## src/rtl/imem_loader_pkg.sv

```systemverilog
// imem_loader_pkg: shared state encoding and default sizes for the boot loader
package imem_loader_pkg;

    localparam int ADDR_W_DEF    = 8;
    localparam int MAX_WORDS_DEF = 64;

    typedef enum logic [2:0] {
        IDLE = 3'd0,
        HDR  = 3'd1,
        DATA = 3'd2,
        CHK  = 3'd3,
        DONE = 3'd4,
        ERR  = 3'd5
    } state_t;

endpackage

```

## src/rtl/imem_loader_packer.sv

```systemverilog
// imem_loader_packer: big-endian byte-to-word assembler with running XOR checksum
module imem_loader_packer (
    input  logic        clk,
    input  logic        reset,
    input  logic        clr,
    input  logic        shift,
    input  logic [7:0]  byte_in,
    output logic [31:0] word,
    output logic        last,
    output logic [7:0]  acc
);
    logic [23:0] sr;
    logic [1:0]  idx;

    assign word = {sr, byte_in};
    assign last = idx == 2'd3;

    // Shift accepted bytes in MSB first; the word is complete when the 4th byte is on byte_in
    always_ff @(posedge clk) begin
        if (reset || clr) begin
            sr  <= '0;
            idx <= '0;
            acc <= '0;
        end else if (shift) begin
            sr  <= {sr[15:0], byte_in};
            idx <= idx + 2'd1;
            acc <= acc ^ byte_in;
        end
    end

endmodule

```

## src/rtl/imem_loader.sv

```systemverilog
// imem_loader: loads a [N][payload][XOR] byte stream into instruction memory while holding the CPU
module imem_loader
    import imem_loader_pkg::*;
#(
    parameter int ADDR_W    = ADDR_W_DEF,
    parameter int MAX_WORDS = MAX_WORDS_DEF
) (
    input  logic              clk,
    input  logic              reset,
    input  logic              start,
    input  logic              byte_valid,
    input  logic [7:0]        byte_in,
    output logic              byte_ready,
    output logic              we,
    output logic [ADDR_W-1:0] waddr,
    output logic [31:0]       wdata,
    output logic              cpu_hold,
    output logic              done,
    output logic              err,
    output logic [6:0]        words_out
);
    state_t      state;
    logic [6:0]  n;
    logic        xfer;
    logic        shift;
    logic        clr;
    logic        last;
    logic [31:0] word;
    logic [7:0]  acc;

    assign xfer  = byte_valid && byte_ready;
    assign shift = xfer && state == DATA;
    assign clr   = start && (state == IDLE || state == DONE || state == ERR);

    imem_loader_packer u_packer (
        .clk     (clk),
        .reset   (reset),
        .clr     (clr),
        .shift   (shift),
        .byte_in (byte_in),
        .word    (word),
        .last    (last),
        .acc     (acc)
    );

    // Load sequencer; the write register is separate from the packer so bytes keep flowing during a write
    always_ff @(posedge clk) begin
        if (reset) begin
            state      <= IDLE;
            n          <= '0;
            byte_ready <= 1'b0;
            we         <= 1'b0;
            waddr      <= '0;
            wdata      <= '0;
            cpu_hold   <= 1'b0;
            done       <= 1'b0;
            err        <= 1'b0;
            words_out  <= '0;
        end else begin
            we <= 1'b0;
            case (state)
                IDLE, DONE, ERR: if (start) begin
                    state      <= HDR;
                    byte_ready <= 1'b1;
                    cpu_hold   <= 1'b1;
                    done       <= 1'b0;
                    err        <= 1'b0;
                    words_out  <= '0;
                    waddr      <= '0;
                end
                HDR: if (xfer) begin
                    if (byte_in == 8'd0) begin
                        state <= CHK;
                    end else if (byte_in > 8'(MAX_WORDS)) begin
                        state      <= ERR;
                        err        <= 1'b1;
                        cpu_hold   <= 1'b0;
                        byte_ready <= 1'b0;
                    end else begin
                        n     <= byte_in[6:0];
                        state <= DATA;
                    end
                end
                DATA: if (shift && last) begin
                    we        <= 1'b1;
                    wdata     <= word;
                    waddr     <= ADDR_W'({words_out, 2'b00});
                    words_out <= words_out + 7'd1;
                    state     <= (words_out + 7'd1 == n) ? CHK : DATA;
                end
                CHK: if (xfer) begin
                    state      <= (byte_in == acc) ? DONE : ERR;
                    done       <= byte_in == acc;
                    err        <= byte_in != acc;
                    cpu_hold   <= 1'b0;
                    byte_ready <= 1'b0;
                end
                default: state <= IDLE;
            endcase
        end
    end

endmodule

```

## config.mk

```make
export PLATFORM = sky130hd
export DESIGN_NAME = imem_loader
export DESIGN_NICKNAME = d
export VERILOG_FILES = /design/src/rtl/imem_loader_pkg.sv /design/src/rtl/imem_loader_packer.sv /design/src/rtl/imem_loader.sv
export SDC_FILE = /design/constraint.sdc
export NUM_CORES = 1
export LEC_CHECK = 0
export ABC_CLOCK_PERIOD_IN_PS = 2000
export BUFFER_PORTS_ARGS = -buffer_cell sky130_fd_sc_hd__buf_2
export CELL_PAD_IN_SITES_DETAIL_PLACEMENT = 0
export CELL_PAD_IN_SITES_GLOBAL_PLACEMENT = 2
export CORE_MARGIN = 3
export CORE_UTILIZATION = 29
export DETAILED_ROUTE_END_ITERATION = 12
export HOLD_SLACK_MARGIN = 0.06
export PLACE_DENSITY = 0.8
export SLEW_MARGIN = 20
export SYNTH_ARGS = -nofsm -noshare
export SYNTH_HDL_FRONTEND = slang
export SYNTH_SLANG_ARGS = --single-unit
```

## constraint.sdc

```tcl
create_clock -name clk -period 2 [get_ports clk]
set_input_delay 0.4 -clock clk [delete_from_list [all_inputs] [get_ports clk]]
set_output_delay 0.4 -clock clk [all_outputs]
set_load 0.02 [all_outputs]
```

# == After elaboration in Yosys (flattened, before gate mapping) ==
# Cells that the tools add are included.
# word_totals
register_bits,95
inputBits,12
out_inout_bits,52
elab_cells,84
# classes
n_addsub,2
n_lt_le_gt_ge,1
eq_ne,15
mux,30
bitwise_logic,4
n_reduce_logical,20
# op_table
op,n
$mux W3,6
$mux W8,2
$pmux W8 S2,1
$mux W1,14
$mux W7,2
$pmux W7 S2,1
$pmux W3 S4,1
$ne A2 B2 Y1 const B,5
$eq A8 B8 Y1,1
$gt A8 B7 Y1 const B,1
$logic_not A8 Y1,1
$ne A8 B8 Y1,1
$reduce_and A4 Y1,2
$xor A8 B8 Y8,1
$add A7 B1 Y7 const B,1
$eq A7 B7 Y1,1
$eq A3 B2 Y1 const B,2
$eq A3 B3 Y1 const B,2
$pmux W1 S3,2
$reduce_and A3 Y1,2
$reduce_and A6 Y1,1
$logic_and A1 B1 Y1,4
$reduce_bool A2 Y1,2
$eq A3 B1 Y1 const B,1
other kinds (11),15

# == Depth between registers and ports, before layout ==
# logic_depth
depth_word,5
ltp_mapped,8
ltp_nobuf,6

# == By module ==
# Synthesis repeated with hierarchy kept, for this count alone.
# hier_totals
hier_cells,455
hier_area_um2,3991.3
# modules_own_cells
module,n_inst,cells_per_inst,area_each_um2,seq_area_each_um2
imem_loader,1,326,2590.0,1181.1
imem_loader_packer,1,129,1401.3,680.7

# == Worst setup path after synthesis ==
# OpenSTA, ideal clock, no wires.
# synth_timing
path_type,input-to-reg
from,in byte_in[2]
to,reg n[0]
setup_time_ns,0.128
t_arrival_ns,1.831
required_ns,1.872
path_slack_ns,0.041
cell_stages,6
n_path_buf,1
cell_sequence,or4_4 o31a_1 and4bb_1 buf_4 mux2i_1 nor2_1
# synth_between
elab_chain_cells,3
elab_cells_between_ends,5
classes_between,order compare: 1; bitwise: 2; reduce/logical: 2
# synth_lines
item,line,rtl
start: declaration,imem_loader.sv:12,"input logic [7:0] byte_in,"
$gt A8 B7 Y1 or $logic_not A8 Y1 (tied branches),"imem_loader.sv:74, imem_loader.sv:72",
$not A1 Y1 (no source line),--,
$reduce_and A4 Y1 (no source line) *,--,
end signal: assignment,imem_loader.sv:80,n <= byte_in[6:0];
end: declaration,imem_loader.sv:23,logic [6:0] n;
# Every way passes the cells marked *; elsewhere a longest branch is shown, timed or not.
# A chain may end at the register's enable or synchronous reset.

# == Worst setup path after layout ==
# Ends and elaborated chain as after synthesis.

==> impl_metrics.csv <==
group,metric,value,unit
status,status,"complete, no violations",
synthesis,yosysTopAreaCell,"dfxtp_1",
synthesis,yosys-mux-area-fraction,1.898,%
synthesis,synth_ff_type,"dfxtp_1",
sta,tightest_slew,545.2,ps
worst_hold_path,min_delay_path_depth,3,
flow_run,drv_cap,0,
sta,hold_viol_final,0,
synthesis,synth_xor_area_share,6.169,%
worst_hold_path,min_to,"wdata[6]",
floorplan,core_area,12210,um^2
routing,wl_per_cell,13.83,um
power,p_leak,1.764,nW
routing,postRouteWirelength,9504,um
grt,antenna_found_initial,0,
routing,drt-met1-wl,4319,um
clock_tree,post_cts_buffers,0,
floorplan,die-height,118.8,um
worst_setup_path,arrival,2050,ps
clock_tree,numCtsBuffers,9,
cells_and_area,n_antenna_cell,0,
cells_and_area,drive_gt1_share,21.39,%
routing,wl_met2,4525,um
power,powerDensity,813.6,nW/um^2
worst_setup_path,max_stage_delay,530,ps
floorplan,start_util,30.23,%
worst_hold_path,min_from,"byte_in[6]",
grt,grt_pass1_vias,3082,
synthesis,syn_area,3691,um^2
routing,antenna_left,0,
placement,portBuffers,61,
worst_setup_path,regToRegSetupSlack,200,ps
synthesis,synth_common_cells,"nand2_1 (118), dfxtp_1 (93), a21oi_1 (71)",
floorplan,row_count,40,
synthesis,ys_seq_area_share,50.44,%
worst_setup_path,critPathRequiredTime,2210,ps
synthesis,synth-simple-area-share,22.68,%
clock_tree,path_clk_slew,60,ps
floorplan,fp.dieW,118.8,um
routing,firstDrtPassIters,5,
clock_tree,cts_tree,"done",
routing,top_layer,"met4",
sta,drv_slew,0,
sta,relSlewSlack,63.62,%
routing,viasPerCell,4.659,
synthesis,synthArstFlopShare,0,%
synthesis,synth_most_common_cell,"nand2_1",
synthesis,ys_warn_count,0,
clock_tree,cts_buffer_depth,2,
sta,rsz0062_at_grt,"no",
synthesis,synth_compound_area_share,14.14,%
synthesis,synth_cell_types,40,
worst_hold_path,hp-class,"primary input to register",
sta,period_share,91.90,%
grt,grt_max_degree,50,
sta,clock.fmax,544.1,MHz
floorplan,dieArea,14120,um^2
power,finalPower,3.743,mW
synthesis,synth-adder-area-share,0.6780,%
worst_setup_path,cp_max_fo,7,
floorplan,ios,64,
clock_tree,cts.sinks,93,
clock_tree,clkLatencyLatePin,340,ps
worst_setup_path,reg2reg_from,"words_out[0]",
synthesis,synth-seq-cells,93,
synthesis,yosys.area.top_type_share,50.44,%
worst_setup_path,worstSetupPathType,"primary input to register",
synthesis,avgSynthCellArea,8.257,um^2
grt,grt.total_usage,14.04,%
cells_and_area,syn_to_final_growth,24.64,%
sta,fin_skew,7.431,ps
cells_and_area,final_cells,687,
worst_setup_path,slowest_stage,"or4_4",
worst_setup_path,crit_chain,"buf_2 > or4_4 > o31a_1 > and4bb_1 > buf_4 > mux2i_1 > nor2_1",
placement,dpl.cell_count,671,
power,vdd_drop_max,0.3572,mV
routing,post-route-drc-count,0,
synthesis,synth_area_leaders,"dfxtp_1 (50%), nand2_1 (12%), a21oi_1 (9.6%)",
clock_tree,holdBufCountCts,0,
clock_tree,htree_levels,3,
grt,grt_pass1_wl,15860,um
sta,period_needed,1838,ps
worst_setup_path,worstReg2RegEnd,"state[0]",
routing,drtIter0Drc,172,
routing,met3_length,405,um
routing,vias,3201,
placement,gp_congestion,0.7742,
grt,gr-total-overflow,0,
placement,pre_cts_ws,-175.9,ps
worst_setup_path,critPathBufInv,2,
sta,setup_violations,0,
synthesis,synth_top_family_by_area,"simple AND/OR/NAND/NOR gates",
placement,dp_hpwl,6566,um
worst_setup_path,worst_setup_path_end_kind,"register",
worst_setup_path,path_delay_family,"simple AND/OR/NAND/NOR gates",
synthesis,syn_inst,447,
synthesis,synth_edf_count,0,
sta,setup_slack,162.1,ps
worst_setup_path,ff2ff_path_depth,7,
clock_tree,cts_root_buf,"clkbuf_16",
cells_and_area,finalNetCount,528,
worst_setup_path,cp-start-kind,"primary input",
## final cells by class
| type | count | area [um^2] |
|---|---|---|
| fill | 1317 | 7611 |
| sequential | 93 | 1862 |
| multi-input combinational | 322 | 1700 |
| timing repair buffer | 87 | 525.5 |
| clock buffer | 9 | 225.2 |
| tap | 168 | 210.2 |
| clock inverter | 7 | 73.82 |
| inverter | 1 | 3.754 |
## metrics by stage
stage	TNS [ps]	util, %	hold slack [ps]	area [um^2]
after floorplan	0	-	432.1	3695
after global placement	-1120	35.13	443.6	4290
after detailed placement	-1364	35.13	444.6	4290
after CTS	0	37.59	368.6	4591
after global routing	0	37.67	397.3	4601
final	0	37.67	385.8	4601
## how the worst max path moves through the flow
stage / start / endpoint / slack (ps) / cells after the start
floorplan: byte_in[2] / n[0] / 40 / 6
global placement: byte_in[2] / n[3] / -140 / 7
detailed placement: byte_in[2] / n[4] / -180 / 7
CTS: u_packer.idx[0] / words_out[6] / 20 / 6
global route: words_out[0] / state[0] / 40 / 7
finish: byte_in[2] / n[0] / 160 / 7
## report_power, final
group / total (mW) / leakage (nW) / switching, mW / internal, mW
registers: 1.86 / 0.749 / 0.00478 / 1.86
logic: 0.159 / 0.868 / 0.103 / 0.0555
clock network: 1.72 / 0.146 / 0.747 / 0.976
## flip-flops by register name, indices dropped and copies added (netlist names)
signal and cells:
n 7, wdata 32, state 3, u_packer.acc 8
u_packer.sr 24, waddr 6, words_out 7, we 1
u_packer.idx 2, done 1, cpu_hold 1, err 1
## what timing repair did
item | in CTS | in global routing
hold endpoints to repair | 0 | 0
setup endpoints to repair | 1 | 14
pin swaps | 0 | 1
gates resized for setup | 1 | 4
## layer usage
layer	GRT usage (%)	up-vias
met5	0	-
met4	7.603	0
met3	2.944	17
met2	22.06	60
met1	18.03	1504
li1	-	1620
## cell families after synthesis
| kind of cell | count (synthesis) |
|---|---|
| DFF | 93 |
| other | 1 |
| muxes | 7 |
| and+or+nand+nor | 192 |
| adders and majority gates | 2 |
| AOI/OAI and AO/OA | 93 |
| xor gates and xnor gates | 26 |
| buffers and inverters | 33 |
## worst reg2reg max path: cells and delay by family (launching register included)
kind / cells / cell delay, ps
buffers and inverters: 2 / 330
AND/OR/NAND/NOR: 2 / 370
XOR/XNOR: 1 / 150
AO/OA/AOI/OAI: 2 / 540
flip-flops: 1 / 340
## layout by cell type, fill, tap and decap left out, drive strengths merged, types with 2 or more instances in the layout
| cell type | instances |
|---|---|
| and2 | 3 |
| clkbuf | 9 |
| nand3 | 4 |
| or3 | 3 |
| nand3b | 4 |
| nor3b | 2 |
| xnor2 | 16 |
| buf | 87 |
| mux2i | 7 |
| nand4 | 4 |
| or4 | 2 |
| o21ai | 6 |
| clkinv | 3 |
| a22oi | 7 |
| nor4 | 2 |
| conb | 2 |
| nor2b | 2 |
| xor2 | 10 |
| nor2 | 36 |
| ha | 2 |
| nand2 | 118 |
| inv | 3 |
| and3 | 6 |
| or2 | 2 |
| a21oi | 71 |
| dfxtp | 93 |
Power figures use the tool's default switching activity.
